**config.mk**
```make
export PLATFORM = sky130hd
export DESIGN_NAME = prog_done_ctrl
export DESIGN_NICKNAME = d
export VERILOG_FILES = /design/src/rtl/prog_done_ctrl.sv
export SDC_FILE = /design/constraint.sdc
export NUM_CORES = 1
export LEC_CHECK = 0
export ABC_CLOCK_PERIOD_IN_PS = 2200
export CELL_PAD_IN_SITES_DETAIL_PLACEMENT = 1
export CELL_PAD_IN_SITES_GLOBAL_PLACEMENT = 1
export CORE_UTILIZATION = 35
export CTS_CLUSTER_DIAMETER = 120
export DETAILED_ROUTE_END_ITERATION = 8
export MAX_ROUTING_LAYER = met4
export PLACE_DENSITY = 0.77
export SYNTH_ARGS = -nofsm -noshare
export SYNTH_HDL_FRONTEND = slang
export SYNTH_SLANG_ARGS = --single-unit
export TNS_END_PERCENT = 5
```
**constraint.sdc**
```tcl
create_clock -name Clk -period 2.2 [get_ports Clk]
set_input_delay 0.44 -clock Clk [delete_from_list [all_inputs] [get_ports Clk]]
set_output_delay 0.44 -clock Clk [all_outputs]
set_load 0.03 [all_outputs]
```
**src/rtl/prog_done_ctrl.sv**
```systemverilog
// prog_done_ctrl: completion side of the Start/Done run handshake.
// Runs a program after Start falls, detects the halt instruction, drains
// the pipeline for DRAIN_CYCLES and raises Done.  It also reports the Running
// level for PC counting, a saturating per-run cycle count and the index of the
// program being run.
// Optional feature: define PROG_DONE_WATCHDOG_EN to enable a run-length
// watchdog that forces completion and raises Timeout at MAX_CYCLES.
module prog_done_ctrl #(
  parameter int unsigned CYCLE_W      = 16,
  parameter int unsigned DRAIN_CYCLES = 2,
  parameter int unsigned NUM_PROGS    = 3,
  parameter int unsigned PROG_W       = 2,
  parameter int unsigned MAX_CYCLES   = 32'h0000_FFFF
) (
  input  logic               Clk,
  input  logic               Reset_n,
  input  logic               Start,
  input  logic               HaltReq,
  output logic               Running,
  output logic               Done,
  output logic [CYCLE_W-1:0] CycleCount,
  output logic [PROG_W-1:0]  ProgIndex,
  output logic               Timeout
);

  // Drain counter only needs to hold DRAIN_CYCLES-1.
  localparam int unsigned DW           = (DRAIN_CYCLES > 2) ? $clog2(DRAIN_CYCLES) : 1;
  localparam int unsigned DRAIN_LOAD_I = (DRAIN_CYCLES == 0) ? 0 : DRAIN_CYCLES - 1;
  localparam logic [DW-1:0] DRAIN_LOAD = DRAIN_LOAD_I[DW-1:0];
  localparam logic [PROG_W-1:0] PROG_LAST = PROG_W'(NUM_PROGS - 1);

  typedef enum logic [2:0] {
    S_IDLE  = 3'd0,
    S_ARMED = 3'd1,
    S_RUN   = 3'd2,
    S_DRAIN = 3'd3,
    S_DONE  = 3'd4
  } state_e;

  state_e              state_q, state_d;
  logic [CYCLE_W-1:0]  cycle_q, cycle_d;
  logic [PROG_W-1:0]   prog_q, prog_d;
  logic [DW-1:0]       drain_q, drain_d;

  // Cycle counter never wraps: it sticks at all-ones.
  function automatic logic [CYCLE_W-1:0] sat_inc(input logic [CYCLE_W-1:0] c);
    if (c == {CYCLE_W{1'b1}}) begin
      return c;
    end
    return c + CYCLE_W'(1);
  endfunction

  // Program index wraps back to 0 after the last program.
  function automatic logic [PROG_W-1:0] wrap_inc(input logic [PROG_W-1:0] p);
    if (p == PROG_LAST) begin
      return '0;
    end
    return p + PROG_W'(1);
  endfunction

`ifdef PROG_DONE_WATCHDOG_EN
  localparam int unsigned WD_HIT = MAX_CYCLES - 1;

  logic timeout_q, timeout_d;
  logic wd_hit;

  // Watchdog trips on the last allowed RUN cycle.
  assign wd_hit = (32'(cycle_q) == WD_HIT);
`else
  logic unused_max_cycles;
  assign unused_max_cycles = (MAX_CYCLES == 0);
`endif

  // Next-state and counter updates for the run handshake FSM.
  always_comb begin
    state_d = state_q;
    cycle_d = cycle_q;
    prog_d  = prog_q;
    drain_d = drain_q;
`ifdef PROG_DONE_WATCHDOG_EN
    timeout_d = timeout_q;
`endif

    case (state_q)
      S_IDLE: begin
        if (Start) begin
          state_d = S_ARMED;
        end
      end

      S_ARMED: begin
        if (!Start) begin
          state_d = S_RUN;
          cycle_d = '0;
`ifdef PROG_DONE_WATCHDOG_EN
          timeout_d = 1'b0;
`endif
        end
      end

      S_RUN: begin
        // Every RUN cycle is counted, including the halt cycle.
        cycle_d = sat_inc(cycle_q);
        if (Start) begin
          // Restart abort wins over a coincident halt.
          state_d = S_ARMED;
        end else if (HaltReq) begin
          if (DRAIN_CYCLES == 0) begin
            state_d = S_DONE;
          end else begin
            state_d = S_DRAIN;
            drain_d = DRAIN_LOAD;
          end
        end
`ifdef PROG_DONE_WATCHDOG_EN
        else if (wd_hit) begin
          state_d   = S_DONE;
          timeout_d = 1'b1;
        end
`endif
      end

      S_DRAIN: begin
        if (Start) begin
          state_d = S_ARMED;
        end else if (drain_q == '0) begin
          state_d = S_DONE;
        end else begin
          drain_d = drain_q - DW'(1);
        end
      end

      S_DONE: begin
        if (Start) begin
          state_d = S_ARMED;
          prog_d  = wrap_inc(prog_q);
        end
      end

      default: begin
        state_d = S_IDLE;
      end
    endcase
  end

  // State and counter registers; reset aborts any run without Done.
  always_ff @(posedge Clk or negedge Reset_n) begin
    if (!Reset_n) begin
      state_q <= S_IDLE;
      cycle_q <= '0;
      prog_q  <= '0;
      drain_q <= '0;
    end else begin
      state_q <= state_d;
      cycle_q <= cycle_d;
      prog_q  <= prog_d;
      drain_q <= drain_d;
    end
  end

`ifdef PROG_DONE_WATCHDOG_EN
  // Timeout flag, cleared only when a new run begins.
  always_ff @(posedge Clk or negedge Reset_n) begin
    if (!Reset_n) begin
      timeout_q <= 1'b0;
    end else begin
      timeout_q <= timeout_d;
    end
  end

  assign Timeout = timeout_q;
`else
  assign Timeout = 1'b0;
`endif

  assign Running    = (state_q == S_RUN);
  assign Done       = (state_q == S_DONE);
  assign CycleCount = cycle_q;
  assign ProgIndex  = prog_q;

endmodule

```
Word level (Yosys, flattened, before mapping)
Index checks and enable logic that the tools add are counted.

word-level totals
  register bits = 22
  input bits = 4
  output and inout bits = 21

cells by class
  add/subtract/negate cells = 3
  equality and inequality tests = 14
  mux-type cells = 22
  reduce and logical (&&, ||, !) cells = 8

operators with widths
  operator                                                count
  2-to-1 mux 16 bit                                       2
  one-hot mux 16 bit (2 select lines)                     1
  2-to-1 mux 3 bit                                        6
  adder 16 x 1 -> 16 bit (second input constant)          1
  == test 16 bit (second input constant)                  1
  one-hot mux 3 bit (4 select lines)                      1
  2-to-1 mux 1 bit                                        9
  inequality test 3 bit (second input constant)           3
  inequality test 2 bit (second input constant)           4
  AND reduction 4 bit                                     2
  == test 3 x 2 -> 1 bit (second input constant)          2
  2-to-1 mux 2 bit                                        2
  nonzero test 2 bit                                      2
  == test 3 x 1 -> 1 bit (second input constant)          1
  == test 3 bit (second input constant)                   1
  zero test 3 bit                                         1
  AND reduction 3 bit                                     1
  adder 2 x 1 -> 2 bit (second input constant)            1
  == test 2 bit (second input constant)                   1
  inequality test 2 x 1 -> 1 bit (second input constant)  1
  one-hot mux 1 bit (2 select lines)                      1
  AND reduction 2 bit                                     1
  OR reduction 2 bit                                      1
  subtractor 1 bit (second input constant)                1

Logic depth before layout (Yosys ltp)
Gate-level depths: netlist of run 1.

  depth after elaboration = 5
  mapped depth = 6

Worst setup path before layout of run 1
OpenSTA, ideal clock, no wires.

  path type = register -> register
  start point = reg cycle_q[0] (netlist: CycleCount[0])
  end point = reg cycle_q[0] (netlist: CycleCount[0])
  setup time = 128 ps
  arrival = 1870 ps
  data required time = 2072 ps
  setup slack = 203 ps
  stages on the path, launching flop included = 6
  path buffers = 0
  period minus slack after synthesis = 1997 ps
  cell sequence = dfrtp_1 > ha_1 > nand3_1 > nor4_4 > a41oi_4 > mux2_1

between the ends
  cells in the longest elaborated chain, start to end = 5

ends and longest elaborated chain
  what                                                            line  RTL
  start, declared                                                 41    logic [CYCLE_W-1:0] cycle_q, cycle_d;
  start signal, assigned                                          155   cycle_q <= cycle_d;
  branches (longest 5 deep; another with adder 16 x 1 -> 16 bit)  n/a

Parallel ways; which one is timed is not known. The select of a mux whose other input is x is not followed.
A chain may end at the register's enable or synchronous reset.

Final worst setup path of run 1
  start point = reg state_q[1]
  end point = out Done

between the ends
  cells in the longest elaborated chain, start to end = 1

ends and longest elaborated chain
  what                    line  RTL
  start, declared         40    state_e state_q, state_d;
  start signal, assigned  154   state_q <= state_d;
  == test 3 bit           177   assign Done = (state_q == S_DONE);
  end, declared           20    output logic Done,

Every way passes these cells.

==> results of run 1 <==
metal layers:
layer  global-route usage  wire (um)  vias to the layer above
met3               0.0315         90                        0
met1                0.217       1320                      555
met4               0.0317          0                        0
met5                    -          0                        -
met2                0.339       1600                       15
li1                     -          -                      540
worst max path at each step:
stage                    endpoint  slack [ns]
CTS                          Done        0.10
floorplan           CycleCount[0]        0.20
finish                       Done        0.13
global placement    CycleCount[0]        0.24
global route        CycleCount[7]       0.005
detailed placement  CycleCount[7]        0.17
layout make-up:
type                    instances  share of cell area
clock buffers                   4              0.0232
inverters                       6              0.0144
multi-input cells              97               0.400
flip-flops and latches         22               0.352
well taps                      46              0.0368
repair buffers                 29               0.174
cell usage after synthesis, types with 2 or more instances:
library cell	instances
a21o_1	2
buf_4	3
nor3_1	5
nand2_1	11
a21oi_1	9
dfrtp_1	22
nand4_1	3
nor3b_1	2
nor2_1	13
or4_1	3
o21a_1	2
o211ai_1	6
o21ai_0	5
nand3_1	6
clkbuf_1	2
a41oi_1	2
a31oi_1	9
inv_1	6
cell families after synthesis:
group,synth area share
compound gates,0.230
fa+ha+maj,0.0101
buf+inv,0.0553
flops,0.443
mux,0.0262
other cells,0.00302
simple gates,0.232
sequential cells by signal (all words and copies together), names as in the netlist:
register and count:
CycleCount 16, state_q 3, ProgIndex 2, drain_q 1
worst max-delay path: stages, from the launching register on:
cell and delay [ns]:
dfrtp_1 0.48, nor2_1 0.26, and2_1 0.19, dlygate4sd2_1 0.40
power by group through the flow:
| stage | registers (uW) | logic (uW) | clock network (uW) |
|---|---|---|---|
| after floorplan | 891 | 323 | 0 |
| after global placement | 733 | 772 | 0 |
| after detailed placement | 748 | 799 | 0 |
| after CTS | 740 | 801 | 235 |
| after global routing | 768 | 864 | 245 |
| final | 737 | 790 | 226 |
metrics by stage:
step	worst slack, ns	instances	area (um^2)
after floorplan	0.203	132	1240
after global placement	0.236	200	1530
after detailed placement	0.175	200	1530
after CTS	0.103	204	1560
after global routing	0.00547	204	1560
final	0.132	204	1560
what timing repair did:
item | CTS | global route
resized for setup | 1 | 0
endpoints found under the setup margin | 1 | 0
hold endpoints to repair | 0 | 0
==> results.md, run 1 <==
- Routed Antenna Nets: 0
- Routed via count: between 1000 and 1500
- RR Endpoint: CycleCount[7]
- Area of the core: 3360 um^2
- Static Leakage: 0.000630 uW
- Synth Instances: 132
- Post-synth cell types: 39
- Total power: 1750 uW
- Final Hold Fails: 0
- Status: completed
- Routed len/inst: 14.7 um
- Commonest non-fill, non-tap cell in the layout: dfrtp_1
- Die span in y: approximately 60 um
- Post-CTS repair timing setup buffer count: 0
- Net switching power: 790 uW
- Net Sw Frac: 0.450
- # rows: 21
- Cells on worst reg2reg path: 6
- Port Buffer Count: 23
- Synth-to-layout area growth: 25.7%
- CP Launch Type: register
- Final count of negative-setup-slack endpoints: 0
- Via density: between 5 and 6
- Clk Tree Root Cell: clkbuf_4
- Inserted Diodes: 0
- Multi-input gate area in the final layout: 624 um^2
- Yosys warns: 0
- WP data required: 1.76 ns
- Final period utilization: 0.940
- Total CTS buffers: 3
- Max Fclk: 0.484 GHz
- Pint: 964 uW
- Top FF cell, synth: dfrtp_1
- Share of flip-flops with an asynchronous set or reset: 1.00
- Reg power frac: 0.420
- Drt pass-1 iters: 4
- Combinational power share: 0.451
- Most frequent cells in the layout: 22 x dfrtp_1, 21 x clkdlybuf4s50_1, 13 x nor2_1
- Post-synth EDFFs: 0
- CTS tree: done
- WS Path Type: reg2out
- Worst EP arrival: approximately 1.6 ns
- Hold Crit Class: in2async
- Largest net degree at the start of global routing: 23
- Clock skew: 0.00832 ns
- Post-synthesis sequential area ratio: 0.443
- Clk pwr share: 0.129
- I/O Pins: 25
- Latest clock arrival within the worst-skew pair: around 0.31 ns
- Nets: 164
- DRC Markers: 0
- Worst setup startpoint: state_q[1]
- Synth area leader: dfrtp_1
- H-tree depth: 1
- Global-route wire length before repair: a little over 5 mm
- Post-synthesis cell area: 1240 um^2
- DRT iter0 DRCs: 40
- Max-Cap Viols: 0
- Syn avg cell area: 9.42 um^2
- RSZ-0062 raised after global routing: false
- Reg2reg start: CycleCount[0]
- Fillers: 420
- Syn Nets: 137
- DIE WIDTH: 61.6 um
- Setup TNS: 0 ns
- Die ar.: 3800 um^2
- Post-layout util: 0.465
- WHS: 0.468 ns
- Max-slew violations: 0
- Total GRT Usage: 0.187
- CTS Buffer Depth: 2
- Placer's final routability congestion estimate: 0.749
- Clock Sinks: 22
- Maximum fanout along the worst path: 8
- Initial antenna violation count: 0
- PD cells: 1120 nW/um^2
- Total gr overflow: 0
- Max VDD drop: 0.424 mV
- Endpoint type of the worst setup path: output pin
- Layout cells sized above 1: 0.114
- Yosys top cell area share: 0.443
- Routed WL: around 3.0 mm
- Hold_buf cts: 0
- Initial core utilization: 0.370
- FF+latch count, synth: 22
- Fin crit period: a little over 2 ns
- Clk slew on worst S/H paths: 0.13 ns
- DPL Wire Length: 2.29 mm
- Number of global-route vias before repair: 1164
- Synth top area cells: dfrtp_1 44%, a31oi_1 4.5%, nor2_1 3.9%
- R2R Setup Slk: 0.18 ns
- Register area: approximately 550 um^2
(Power assumes the default switching activity.)
==> run 2: changes to the inputs <==
CORE_UTILIZATION = 30   (was 35)
PLACE_DENSITY = 0.68   (was 0.77)
==> run 2 against run 1 <==
Cell count is 2.0% higher. Cell area up 1.3%. First-iteration DRC count grew 60%. Via count is 1.4% higher. Critical path type unchanged. Critical endpoint unchanged. Largest power group unchanged.
==> results.md, run 2 (synthesized netlist as in run 1, its figures left out) <==
- Status: completed
- Largest net degree at the start of global routing: 23
- Final count of negative-setup-slack endpoints: 0
- PD cells: 1140 nW/um^2
- RR Endpoint: CycleCount[5]
- End of the critical path: Done
- Cells on worst reg2reg path: 6
- CTS Buffer Depth: 2
- Clk slew on worst S/H paths: 0.08 ns
- Layout cells sized above 1: 0.120
- Dpl cell area: 1540 um^2
- Fin crit period: 1.99 ns
- Hold Crit Class: in2async
- Pint: 999 uW
- Maximum fanout along the worst path: 8
- Area of the core: 4000 um^2
- Final Cell Area: 1580 um^2
- Most frequent cells in the layout: 22 x dfrtp_1, 21 x clkdlybuf4s50_1, 13 x nor2_1
- Latest clock arrival within the worst-skew pair: 0.27 ns
- DPL Wire Length: 2.28 mm
- Clk Tree Root Cell: clkbuf_8
- Multi-input gate area in the final layout: 627 um^2
- Initial antenna violation count: 0
- # rows: 23
- Reg2reg start: CycleCount[0]
- Drt pass-1 iters: 4
- Final Hold Fails: 0
- Inserted Diodes: 0
- Max Fclk: 0.502 GHz
- Die ar.: approximately 4400 um^2
- Number of global-route vias before repair: 1187
- Fillers: 469
- Global-route wire length before repair: around 5.3 mm
- Total gr overflow: 0
- Nets: 165
- Final period utilization: 0.906
- Endpoint type of the worst setup path: output pin
- Reg power frac: 0.411
- CTS tree: done
- Max FFs per register: 16
- I/O Pins: 25
- Critical path, cell by cell: nor2_1, and2_1, dlygate4sd2_1
- Commonest non-fill, non-tap cell in the layout: dfrtp_1
- Net switching power: 799 uW
- Static Leakage: around 0.00064 uW
- Clk pwr share: 0.143
- H-tree depth: 1
- Max-slew violations: 0
- Net Sw Frac: 0.444
- Combinational power share: 0.446
- Via density: 5.41
- WP data required: 1.76 ns
- Crit path largest cell delay: 0.47 ns
- R2R Setup Slk: 0.31 ns
- Clock Sinks: 22
- Register area: approximately 550 um^2
- Die span in y: between 60 and 70 um
- Total CTS buffers: 3
- Routed len/inst: 14.9 um
- Clock skew: approximately 0.0032 ns
- RSZ-0062 raised after global routing: false
- Post-CTS repair timing setup buffer count: 0
- Initial core utilization: 0.311
- Routed Antenna Nets: 0
- Worst EP arrival: roughly 1.6 ns
- Max-Cap Viols: 0
- Setup TNS: 0 ns
- Synth-to-layout area growth: 27.3%
- WS Path Type: reg2out
- DRT iter0 DRCs: 64
- Worst setup startpoint: state_q[1]
- Max VDD drop: 0.369 mV
- Routed WL: 3.09 mm
- Routed via count: 1126
- CP max stage cell: dfrtp_1
- Total GRT Usage: 0.164
- DRC Markers: 0
- Port Buffer Count: 23
- DIE WIDTH: about 66 um
- CP Launch Type: register
- Placer's final routability congestion estimate: 0.846
## run 2: changes by cell type in the layout (fill, tap and decap cells not counted), sizes merged
cell,previous run,this run
buf,7,8
clkbuf,4,3
## run 2: per-layer routing
metal,vias to the layer above,wire length (um),GRT usage
met5,-,0,-
met2,17,1610,0.293
met4,0,44,0.0638
li1,539,-,-
met3,5,79,0.0207
met1,565,1360,0.185
## run 2: area by class of cell
type	count	area share
Multi-Input combinational cell	97	0.396
Sequential cell	22	0.348
Timing Repair Buffer	30	0.176
Tap cell	50	0.0395
Clock buffer	3	0.0261
Inverter	6	0.0142
## run 2: through the flow
stage                     hold WS [ns]  cells  utilization  setup slack (ns)  total power [uW]
after global placement           0.503    205        0.385             0.286              1520
after detailed placement         0.515    205        0.385             0.240              1550
final                            0.529    208        0.396             0.207              1800
after CTS                        0.538    208        0.395            0.0546              1810
after floorplan                  0.144    132            -             0.203              1210
after global routing             0.562    208        0.396             0.110              1920
## run 2: worst min-delay path by stage
stage,to,slack [ns],depth (start not counted)
6_report,CycleCount[8],0.53,2
4_1_cts,CycleCount[8],0.54,2
3_3_place_gp,ProgIndex[0],0.50,1
3_5_place_dp,ProgIndex[0],0.52,1
5_1_grt,CycleCount[8],0.56,2
2_1_floorplan,CycleCount[0],0.14,0
## run 2: timing repair
action	4_1_cts	5_1_grt
endpoints found under the hold margin	0	0
gates cloned	0	0
gates resized for setup	1	1
hold buffers	0	0
endpoints found under the setup margin	1	1
## run 2: power groups by stage
stage          clock (uW)  sequential (uW)  combinational (uW)
2_1_floorplan           0              891                 323
3_3_place_gp            0              731                 791
3_5_place_dp            0              746                 807
4_1_cts               269              740                 805
5_1_grt               280              776                 865
6_report              257              739                 801
## run 2: worst max-delay path, delay by kind of cell, from the launching register on
kind	cells	cell delay, ns
and+or+nand+nor	2	0.42
DFF	1	0.47
buffers and inverters	1	0.40
